--- config.mk ---
export PLATFORM = sky130hd
export DESIGN_NAME = fabric_config_loader
export DESIGN_NICKNAME = d
export VERILOG_FILES = /design/src/rtl/cfg_pkg.sv /design/src/rtl/cfg_serializer.sv /design/src/rtl/fabric_config_loader.sv
export SDC_FILE = /design/constraint.sdc
export NUM_CORES = 1
export LEC_CHECK = 0
export CAP_MARGIN = 15
export CORE_ASPECT_RATIO = 1.2
export CORE_MARGIN = 3
export CORE_UTILIZATION = 45
export DETAILED_ROUTE_END_ITERATION = 16
export HOLD_SLACK_MARGIN = 0.06
export PLACE_DENSITY_LB_ADDON = 0.15
export SLEW_MARGIN = 40
export SYNTH_ARGS = -nofsm -noshare
export SYNTH_HDL_FRONTEND = slang
export SYNTH_SLANG_ARGS = --single-unit
--- constraint.sdc ---
create_clock -name clk -period 5.13 [get_ports clk]
set_input_delay 0.7695 -clock clk [delete_from_list [all_inputs] [get_ports clk]]
set_output_delay 0.7695 -clock clk [all_outputs]
set_load 0.05 [all_outputs]
--- src/rtl/cfg_pkg.sv ---
// rtl/cfg_pkg.sv - shared types for the fabric configuration loader and readback blocks
// Purpose: loader state encoding and the bits_left counter width helper.
// Ports: none (package).
package cfg_pkg;

    typedef enum logic [2:0] {
        IDLE  = 3'd0,
        LOAD  = 3'd1,
        SHIFT = 3'd2,
        SET   = 3'd3,
        DONE  = 3'd4
    } cfg_state_e;

    localparam int DEF_CHAIN_LEN = 1024;

    // Width of a counter that must hold every value 0..len inclusive.
    function automatic int cnt_w(input int len);
        return $clog2(len + 1);
    endfunction

    localparam int CNT_W = cnt_w(DEF_CHAIN_LEN);

endpackage

--- src/rtl/cfg_serializer.sv ---
// rtl/cfg_serializer.sv - parallel-in serial-out word buffer feeding the configuration chain
// Purpose: holds one host word and presents its bits LSB first.
// Ports:
//   clk, rst     clock, asynchronous active-low reset
//   load         capture load_data / load_nbits this cycle
//   shift        advance to the next bit of the held word
//   load_data    host word; bit 0 is presented first
//   load_nbits   number of bits of load_data that belong to the chain (>=1)
//   bit_out      bit to launch this cycle (load_data[0] while loading)
//   empty        no bits of the current word remain after the one on the chain
module cfg_serializer
    import cfg_pkg::*;
#(
    parameter int WORD_W = 32,
    parameter int NB_W   = $clog2(WORD_W + 1)
) (
    input  logic              clk,
    input  logic              rst,
    input  logic              load,
    input  logic              shift,
    input  logic [WORD_W-1:0] load_data,
    input  logic [NB_W-1:0]   load_nbits,
    output logic              bit_out,
    output logic              empty
);

    logic [WORD_W-1:0] sreg_q, sreg_d;
    // Bits still to be launched after the one currently on the chain.
    logic [NB_W-1:0]   cnt_q, cnt_d;

    always_comb begin
        sreg_d = sreg_q;
        cnt_d  = cnt_q;
        if (load) begin
            // Bit 0 is launched in the same cycle as the capture.
            sreg_d = load_data >> 1;
            cnt_d  = load_nbits - NB_W'(1);
        end else if (shift && (cnt_q != '0)) begin
            sreg_d = sreg_q >> 1;
            cnt_d  = cnt_q - NB_W'(1);
        end
    end

    always_ff @(posedge clk or negedge rst) begin
        if (!rst) begin
            sreg_q <= '0;
            cnt_q  <= '0;
        end else begin
            sreg_q <= sreg_d;
            cnt_q  <= cnt_d;
        end
    end

    assign bit_out = load ? load_data[0] : sreg_q[0];
    assign empty   = (cnt_q == '0);

endmodule

--- src/rtl/fabric_config_loader.sv ---
// rtl/fabric_config_loader.sv - host-to-CLB-chain configuration loader
// Purpose: accepts host words over valid/ready, shifts CHAIN_LEN bits into the
//   tile chain one per cycle, then pulses set for SET_CYCLES and reports done.
// Ports:
//   clk, rst     clock, asynchronous active-low reset
//   cfg_start    one-cycle request for a full chain load (IDLE/DONE only)
//   cfg_valid    host word valid
//   cfg_ready    loader accepts a word this cycle
//   cfg_data     host word, bit 0 shifted first
//   shift_hard   serial bit to chain head
//   set_hard     latch pulse to the chain
//   chain_cen    chain shift enable, high on bit-advance cycles only
//   busy         load in progress
//   done         load complete, held until the next start
//   bits_left    chain bits not yet shifted
module fabric_config_loader
    import cfg_pkg::*;
#(
    parameter int WORD_W     = 32,
    parameter int CHAIN_LEN  = 1024,
    parameter int SET_CYCLES = 2
) (
    input  logic                         clk,
    input  logic                         rst,
    input  logic                         cfg_start,
    input  logic                         cfg_valid,
    output logic                         cfg_ready,
    input  logic [WORD_W-1:0]            cfg_data,
    output logic                         shift_hard,
    output logic                         set_hard,
    output logic                         chain_cen,
    output logic                         busy,
    output logic                         done,
    output logic [cnt_w(CHAIN_LEN)-1:0]  bits_left
);

    localparam int BL_W = cnt_w(CHAIN_LEN);
    localparam int NB_W = $clog2(WORD_W + 1);
    localparam int SC_W = $clog2(SET_CYCLES + 1);

    cfg_state_e        state_q, state_d;
    logic              cfg_ready_q, cfg_ready_d;
    logic              shift_hard_q, shift_hard_d;
    logic              set_hard_q, set_hard_d;
    logic              chain_cen_q, chain_cen_d;
    logic              busy_q, busy_d;
    logic              done_q, done_d;
    logic [BL_W-1:0]   bits_left_q, bits_left_d;
    logic [SC_W-1:0]   set_cnt_q, set_cnt_d;

    logic              ser_load, ser_shift, ser_bit, ser_empty;
    logic [NB_W-1:0]   nbits;

    // The last word only carries the bits the chain still needs.
    always_comb begin
        if (32'(bits_left_q) >= WORD_W) begin
            nbits = NB_W'(WORD_W);
        end else begin
            nbits = NB_W'(bits_left_q);
        end
    end

    cfg_serializer #(
        .WORD_W (WORD_W),
        .NB_W   (NB_W)
    ) u_ser (
        .clk        (clk),
        .rst        (rst),
        .load       (ser_load),
        .shift      (ser_shift),
        .load_data  (cfg_data),
        .load_nbits (nbits),
        .bit_out    (ser_bit),
        .empty      (ser_empty)
    );

    always_comb begin
        state_d      = state_q;
        cfg_ready_d  = 1'b0;
        shift_hard_d = 1'b0;
        set_hard_d   = 1'b0;
        chain_cen_d  = 1'b0;
        busy_d       = busy_q;
        done_d       = done_q;
        bits_left_d  = bits_left_q;
        set_cnt_d    = set_cnt_q;
        ser_load     = 1'b0;
        ser_shift    = 1'b0;

        unique case (state_q)
            IDLE, DONE: begin
                if (cfg_start) begin
                    state_d     = LOAD;
                    cfg_ready_d = 1'b1;
                    busy_d      = 1'b1;
                    done_d      = 1'b0;
                    bits_left_d = BL_W'(CHAIN_LEN);
                end
            end
            LOAD: begin
                cfg_ready_d = 1'b1;
                if (cfg_valid && cfg_ready_q) begin
                    // Outputs are registered, so the first bit is launched at the handshake edge.
                    ser_load     = 1'b1;
                    cfg_ready_d  = 1'b0;
                    chain_cen_d  = 1'b1;
                    shift_hard_d = ser_bit;
                    bits_left_d  = bits_left_q - BL_W'(1);
                    state_d      = SHIFT;
                end
            end
            SHIFT: begin
                if (!ser_empty) begin
                    ser_shift    = 1'b1;
                    chain_cen_d  = 1'b1;
                    shift_hard_d = ser_bit;
                    bits_left_d  = bits_left_q - BL_W'(1);
                end else if (bits_left_q == '0) begin
                    state_d    = SET;
                    set_hard_d = 1'b1;
                    set_cnt_d  = SC_W'(1);
                end else begin
                    // This cycle is the single inter-word gap; ready rises in it.
                    state_d     = LOAD;
                    cfg_ready_d = 1'b1;
                end
            end
            SET: begin
                if (set_cnt_q == SC_W'(SET_CYCLES)) begin
                    state_d = DONE;
                    busy_d  = 1'b0;
                    done_d  = 1'b1;
                end else begin
                    set_hard_d = 1'b1;
                    set_cnt_d  = set_cnt_q + SC_W'(1);
                end
            end
            default: begin
                state_d = IDLE;
            end
        endcase
    end

    always_ff @(posedge clk or negedge rst) begin
        if (!rst) begin
            state_q      <= IDLE;
            cfg_ready_q  <= 1'b0;
            shift_hard_q <= 1'b0;
            set_hard_q   <= 1'b0;
            chain_cen_q  <= 1'b0;
            busy_q       <= 1'b0;
            done_q       <= 1'b0;
            bits_left_q  <= BL_W'(CHAIN_LEN);
            set_cnt_q    <= '0;
        end else begin
            state_q      <= state_d;
            cfg_ready_q  <= cfg_ready_d;
            shift_hard_q <= shift_hard_d;
            set_hard_q   <= set_hard_d;
            chain_cen_q  <= chain_cen_d;
            busy_q       <= busy_d;
            done_q       <= done_d;
            bits_left_q  <= bits_left_d;
            set_cnt_q    <= set_cnt_d;
        end
    end

    assign cfg_ready  = cfg_ready_q;
    assign shift_hard = shift_hard_q;
    assign set_hard   = set_hard_q;
    assign chain_cen  = chain_cen_q;
    assign busy       = busy_q;
    assign done       = done_q;
    assign bits_left  = bits_left_q;

endmodule
==> flow_summary.toml <==
[synthesis]
ys_seq_area_share_pct = 48.40
ys_warn_count = 0
yosysTopAreaCell = "dfrtp_1"
synth_nets = 379
avgSynthCellArea_sq_um = 8.979
synth_cell_type_count = 50
synth-seq-cells = 59
synth_area_sq_um = 3053
post_synth_main_area_contributors = "dfrtp_1 48%, nand2_1 10%, a31oi_1 6.4%"
netlist.area_leader.share_pct = 47.54
synth_cells = 340

[layout]
stdcell_count = 476
layout.nets = 425
antenna_cells = 0
area_growth_syn_to_layout_pct = 24.96
drive_gt1_share_pct = 9.207

[run]
drv_cap = 0

[power]
power_density_nw_per_um2 = 626.2
total_power_mw = 2.389
leakage_nw = 1.609
vdd_drop_max_v = 0.0003331

[clock_tree]
cts_sinks = 59
cts_root_buffer = "clkbuf_8"
cts_setup_buffers = 0
hold_buffers = 0
htree_levels = 3
clk_pin_slew_ns = 0.07
clock_latency_ns = 0.33
clk_path_buf_depth = 2
cts_resized = 0
cts_buffers = 9
cts_tree = "yes"

[critical_path]
crit_family = "simple AND/OR/NAND/NOR gates"
crit_type = "in -> reg"
cp_max_fo = 36
crit_buf_inv = 1
cp-end-kind = "register"
critical_path.max_stage_delay_ns = 0.58
slowest_stage = "or2_2"
arrival_ns = 3.66
critPathLaunchType = "input pin"
crit_required_ns = 5.38
path_cells = "clkdlybuf4s50_1, nand4b_1, or2_2, a21oi_1, ha_1, or3b_2, a2111oi_0, nor3b_1, nor3_1"

[timing]
rsz0062_at_grt = "false"
min_period_over_period_pct = 66.48
hold_viol = 0
worstMarginPinSlew_ns = 0.6556
fmax_mhz = 293.2
tns_ns = 0
final-setup-viol-count = 0
slew_violations = 0
min_period_ns = 3.410
slew_headroom_pct = 56.29
skew_ns = 0.007788

[floorplan]
io_pins = 53
core_area_sq_um = 6486
rows = 32
start_util_pct = 47.07
die_h_um = 96.23
die_w_um = 81.19
dieArea_sq_um = 7813

[placement]
gp_congestion = 0.7762
io_buffer_count = 52
dp_cells = 460
dp_hpwl_um = 4273

[global_route]
grt_first_pass_wirelength_um = 10870
grt_pass1_vias = 2357
gr-usage-all-layers_pct = 17.97
grt_overflow_total = 0
grt_max_degree = 60
antenna_found_initial = 0

[drt]
drt-initial-drc-count = 142
via_per_inst = 5.233
drc = 0
ant_nets = 0
vias = 2491
wl_per_cell_um = 13.59
drt_first_pass_iters = 4
drt-total-wl_um = 6470

[status]
status = "finished clean"

[hold_path]
hold_class = "in -> async"
==> power breakdown <==
group / switching (mW) / total, mW / internal (mW)
Combinational: 0.662 / 1.09 / 0.427
Clock: 0.175 / 0.447 / 0.272
Sequential: 0.172 / 0.853 / 0.681
Total: 1.01 / 2.39 / 1.38
==> metal layers <==
layer / up-vias / global-route usage [%] / wire (um) / share of wire [%]
met5: - / 0 / 0 / 0
met4: 0 / 6.901 / 65 / 1.0
met3: 6 / 4.026 / 310 / 4.8
met2: 52 / 28.49 / 3119 / 48
met1: 1168 / 23.90 / 2975 / 46
li1: 1265 / - / - / -
==> cell type report <==
| class | count | area (sq um) |
|---|---|---|
| well taps | 85 | 106.4 |
| clock inverters | 5 | 77.57 |
| repair buffers | 56 | 549.3 |
| inverters | 6 | 22.52 |
| multi-input cells | 254 | 1450 |
| flip-flops and latches | 59 | 1478 |
| clock buffers | 11 | 131.4 |
| fillers | 580 | 2671 |
==> synth_stat cells, drive strengths merged <==
library cell	n
a2111oi	3
nand4b	1
nor3	10
clkbuf	10
o31ai	1
nor2b	5
o311ai	1
inv	6
o211ai	2
a31oi	31
or3	3
nand3	3
dfstp	1
and2	1
nand2	81
and3b	1
a21oi	17
or2	2
mux2i	11
ha	3
nor4b	1
nand2b	9
o22ai	1
or4	2
a32o	1
a22o	2
dfrtp	58
a21o	1
a21boi	2
xor2	2
xnor2	3
or4b	1
or3b	2
o21ai	5
nor3b	2
buf	11
nor4	2
nor2	38
a211oi	4
==> placed cells by master, fill, tap and decap left out, types with 3 or more instances in the layout <==
| cell | n |
|---|---|
| a211oi_1 | 3 |
| a21oi_1 | 15 |
| a31oi_1 | 31 |
| buf_4 | 3 |
| clkbuf_8 | 9 |
| clkdlybuf4s50_1 | 51 |
| dfrtp_1 | 58 |
| ha_1 | 3 |
| inv_1 | 6 |
| mux2i_1 | 11 |
| nand2_1 | 81 |
| nand2b_1 | 9 |
| nand3_1 | 3 |
| nor2_1 | 38 |
| nor2b_1 | 5 |
| nor3_1 | 9 |
| o21ai_0 | 4 |
| xnor2_1 | 3 |
==> cell families after synthesis <==
group / Yosys count / synth area share, %
AOI/OAI and AO/OA: 71 / 15.57
xor gates and xnor gates: 5 / 1.435
adders and majority gates: 3 / 1.230
buffers and inverters: 27 / 4.098
DFF: 59 / 48.40
muxes: 11 / 3.607
and+or+nand+nor: 164 / 25.66
==> per-stage QoR <==
step	cell area [sq um]	setup WS [ns]	utilization (%)	hold WS (ns)
after floorplan	3053	2.046	-	0.4659
after global placement	3602	1.521	55.54	0.4799
after detailed placement	3602	1.396	55.54	0.4867
after CTS	3811	1.720	58.76	0.5027
after global routing	3815	1.494	58.82	0.5109
final	3815	1.720	58.82	0.4976
==> state kept, by name, summed over array words and instances, names as in the netlist <==
register,cells
set_hard,1
cfg_ready,1
bits_left,11
state_q,3
busy,1
shift_hard,1
done,1
u_ser.sreg_q,31
u_ser.cnt_q,6
chain_cen,1
set_cnt_q,2
==> path summary, 6_finish.rpt <==
| path | start | to | slack, ns | cells after the start |
|---|---|---|---|---|
| setup reg to reg | state_q[0] | u_ser.cnt_q[4] | 2.05 | 8 |
| setup / recovery | cfg_valid | u_ser.cnt_q[4] | 1.72 | 9 |
| min in group clk | u_ser.sreg_q[0] | shift_hard | 0.51 | 1 |
| hold / removal | rst | u_ser.sreg_q[9] | 0.50 | 2 |
| hold reg to reg | u_ser.sreg_q[0] | shift_hard | 0.51 | 1 |
| max in group asynchronous | rst | u_ser.cnt_q[2] | 4.26 | 2 |
Note: power is estimated with default switching activity, not from simulation.
==> RTL change (config.mk and constraints unchanged) <==
Make the reset (`rst`) synchronous in 2 clocked blocks. Comments in the files are not updated.
--- a/src/rtl/cfg_serializer.sv
+++ b/src/rtl/cfg_serializer.sv
@@ -41,7 +41,7 @@
         end
     end
 
-    always_ff @(posedge clk or negedge rst) begin
+    always_ff @(posedge clk) begin
         if (!rst) begin
             sreg_q <= '0;
             cnt_q  <= '0;
--- a/src/rtl/fabric_config_loader.sv
+++ b/src/rtl/fabric_config_loader.sv
@@ -141,7 +141,7 @@
         endcase
     end
 
-    always_ff @(posedge clk or negedge rst) begin
+    always_ff @(posedge clk) begin
         if (!rst) begin
             state_q      <= IDLE;
             cfg_ready_q  <= 1'b0;
Behaviour: differs if rst is asserted again (counterexample within 4 cycles, from zero or initial values and one cycle with rst low); with rst held inactive, the same outputs for 10 cycles.
==> RTL change against the original RTL <==
  * Sequential cell count unchanged
  * Setup slack improved by 640 ps
  * Global-route usage increased by 2.0 points
  * Wire length increased by 4.4%
  * Critical endpoint is now u_ser.cnt_q[2]$_SDFFE_PN0P_
  * Area after synthesis decreased by 8.4%
  * Design area decreased by 7.4%
Power is not compared: it rests on default switching activity, and its combinational part moved more than twofold at a synthesized area within 25%.
==> RTL change: results (changes against the original RTL) <==
* Hold crit path type: flip-flop to flip-flop
* N_diodes at 0 (unchanged)
* First-pass GRT wire length at 11600 µm (+7.1%)
* R2R Setup Slk at 2670 ps (+620 ps)
* Nets at 432 (+1.6%)
* Post-synth ARST share at 0 (-1.00)
* Drt wl/cell at 14.1 µm (+4.0%)
* First DRT Iteration DRCs at 143 (+0.70%)
* Number of flip-flops in the largest register at 31 (unchanged)
* R2R cell count at 9 (+1)
* Critical R2R Capture: u_ser.cnt_q[4]$_SDFFE_PN0P_
* Layout cells sized above 1 at 0.0653 (-0.0267)
* LEAKAGE at 1.22 nW
* Main synth FF type: dfxtp_1
* Slew HR at 0.441 (-0.122)
* Skew final at 9.10 ps (+1.32 ps)
* Hold Path Depth at 2
* Sequential-to-total area share from yosys stat at 0.422 (-0.0616)
* Synth top cells by count: 76 x nand2_1, 59 x dfxtp_1, 55 x nor2_1, 30 x a311oi_1, 14 x clkbuf_1
* Fill cell count at 562 (-3.1%)
* Crit path launch: cfg_valid
* TritonCTS Buffers at 9 (unchanged)
* Gpl congestion at 0.880 (+13%)
* Worst hold endpoint: done$_SDFFE_PN0P_
* Syn_nets at 392 (+3.4%)
* Placed cell area at 0.00332 mm² (-7.9%)
* Status: finished, final reports clean
* VDD IR max at 0.200 mV
* Vias in the first global route at 2527 (+7.2%)
* Htree depth at 3 (unchanged)
* Post-Syn Instances at 353 (+3.8%)
* Pre-CTS setup slack at 2030 ps (+635 ps)
* Synth Warn # at 0 (unchanged)
* CP Max Fanout at 70 (+94%)
* Via count at 2644 (+6.1%)
* Slowest stage delay, CP at 530 ps (-50 ps)
* Finished Layout Cells at 478 (+0.42%)
* Critical Path RT at 5350 ps (-30 ps)
* Worst r2r src: state_q[0]$_SDFFE_PN0P_
* All-Layer GR Usage at 0.200 (+0.0201)
* DP Wirelength at 4420 µm (+3.5%)
* Top reg by flops: u_ser.sreg_q
* Largest net degree at the start of global routing at 71 (+18%)
* Synth area leaders: dfxtp_1 42%, nand2_1 10%, a311oi_1 9.4%, nor2_1 7.4%, a21oi_1 2.1%
* Highest-delay cell along the critical path: buf_4
* Post-CTS resize count at 0 (unchanged)
* Cell count after placement at 462 (+0.43%)
* Yosys cell types at 49 (-2.0%)
## RTL change: cell families (layout without fill, tap and decap cells)
kind of cell | Yosys count | in the layout | synth area share
buffers and inverters | 31 | 76 | 0.0501
XOR/XNOR | 8 | 8 | 0.0251
adder cells (fa/ha/maj) | 3 | 3 | 0.0134
AO/OA/AOI/OAI | 75 | 75 | 0.204
flip-flops | 59 | 59 | 0.422
multiplexers | 1 | 1 | 0.00358
AND/OR/NAND/NOR | 176 | 176 | 0.281
## RTL change: routing by layer
metal,track usage,part of all wire,vias up
met2,0.330,0.49,66
met4,0.102,0.024,0
met3,0.0409,0.051,14
li1,-,-,1335
met1,0.245,0.43,1229
met5,0,0,-
## RTL change: how the worst max path moves through the flow
| stage | endpoint | slack [ps] | cells after the start |
|---|---|---|---|
| after floorplan | u_ser.cnt_q[4]$_SDFFE_PN0P_ | 2890 | 9 |
| after global placement | u_ser.cnt_q[2]$_SDFFE_PN0P_ | 2090 | 9 |
| after detailed placement | u_ser.cnt_q[2]$_SDFFE_PN0P_ | 2030 | 9 |
| after CTS | u_ser.cnt_q[2]$_SDFFE_PN0P_ | 2380 | 9 |
| after global routing | u_ser.cnt_q[2]$_SDFFE_PN0P_ | 2200 | 9 |
| final | u_ser.cnt_q[2]$_SDFFE_PN0P_ | 2360 | 9 |
## RTL change: area by class of cell
class | count | area (µm²) | share of cell area
flip-flops and latches | 59 | 1180 | 0.334
inverters | 6 | 22.5 | 0.00638
clock buffers | 13 | 169 | 0.0478
clock inverters | 3 | 45.0 | 0.0128
well taps | 80 | 100 | 0.0283
repair buffers | 54 | 536 | 0.152
multi-input cells | 263 | 1480 | 0.419
## RTL change: worst max-delay path: cells and delay by family
family | cells | cell delay [ps]
buf+inv | 2 | 960
compound gates | 2 | 400
simple gates | 3 | 380
fa+ha+maj | 1 | 300
xor+xnor | 1 | 170
## RTL change: power by group
part / switching [mW] / internal, mW
registers: 0.0408 / 0.493
clock network: 0.178 / 0.264
logic: 0.190 / 0.129
total: 0.409 / 0.886
## RTL change: stage by stage
stage           util  hold slack [ps]  power [mW]
2_1_floorplan      -              455       0.761
3_3_place_gp   0.570              454       0.859
3_5_place_dp   0.570              458       0.861
4_1_cts        0.607              469        1.31
5_1_grt        0.607              487        1.37
6_report       0.607              464        1.30
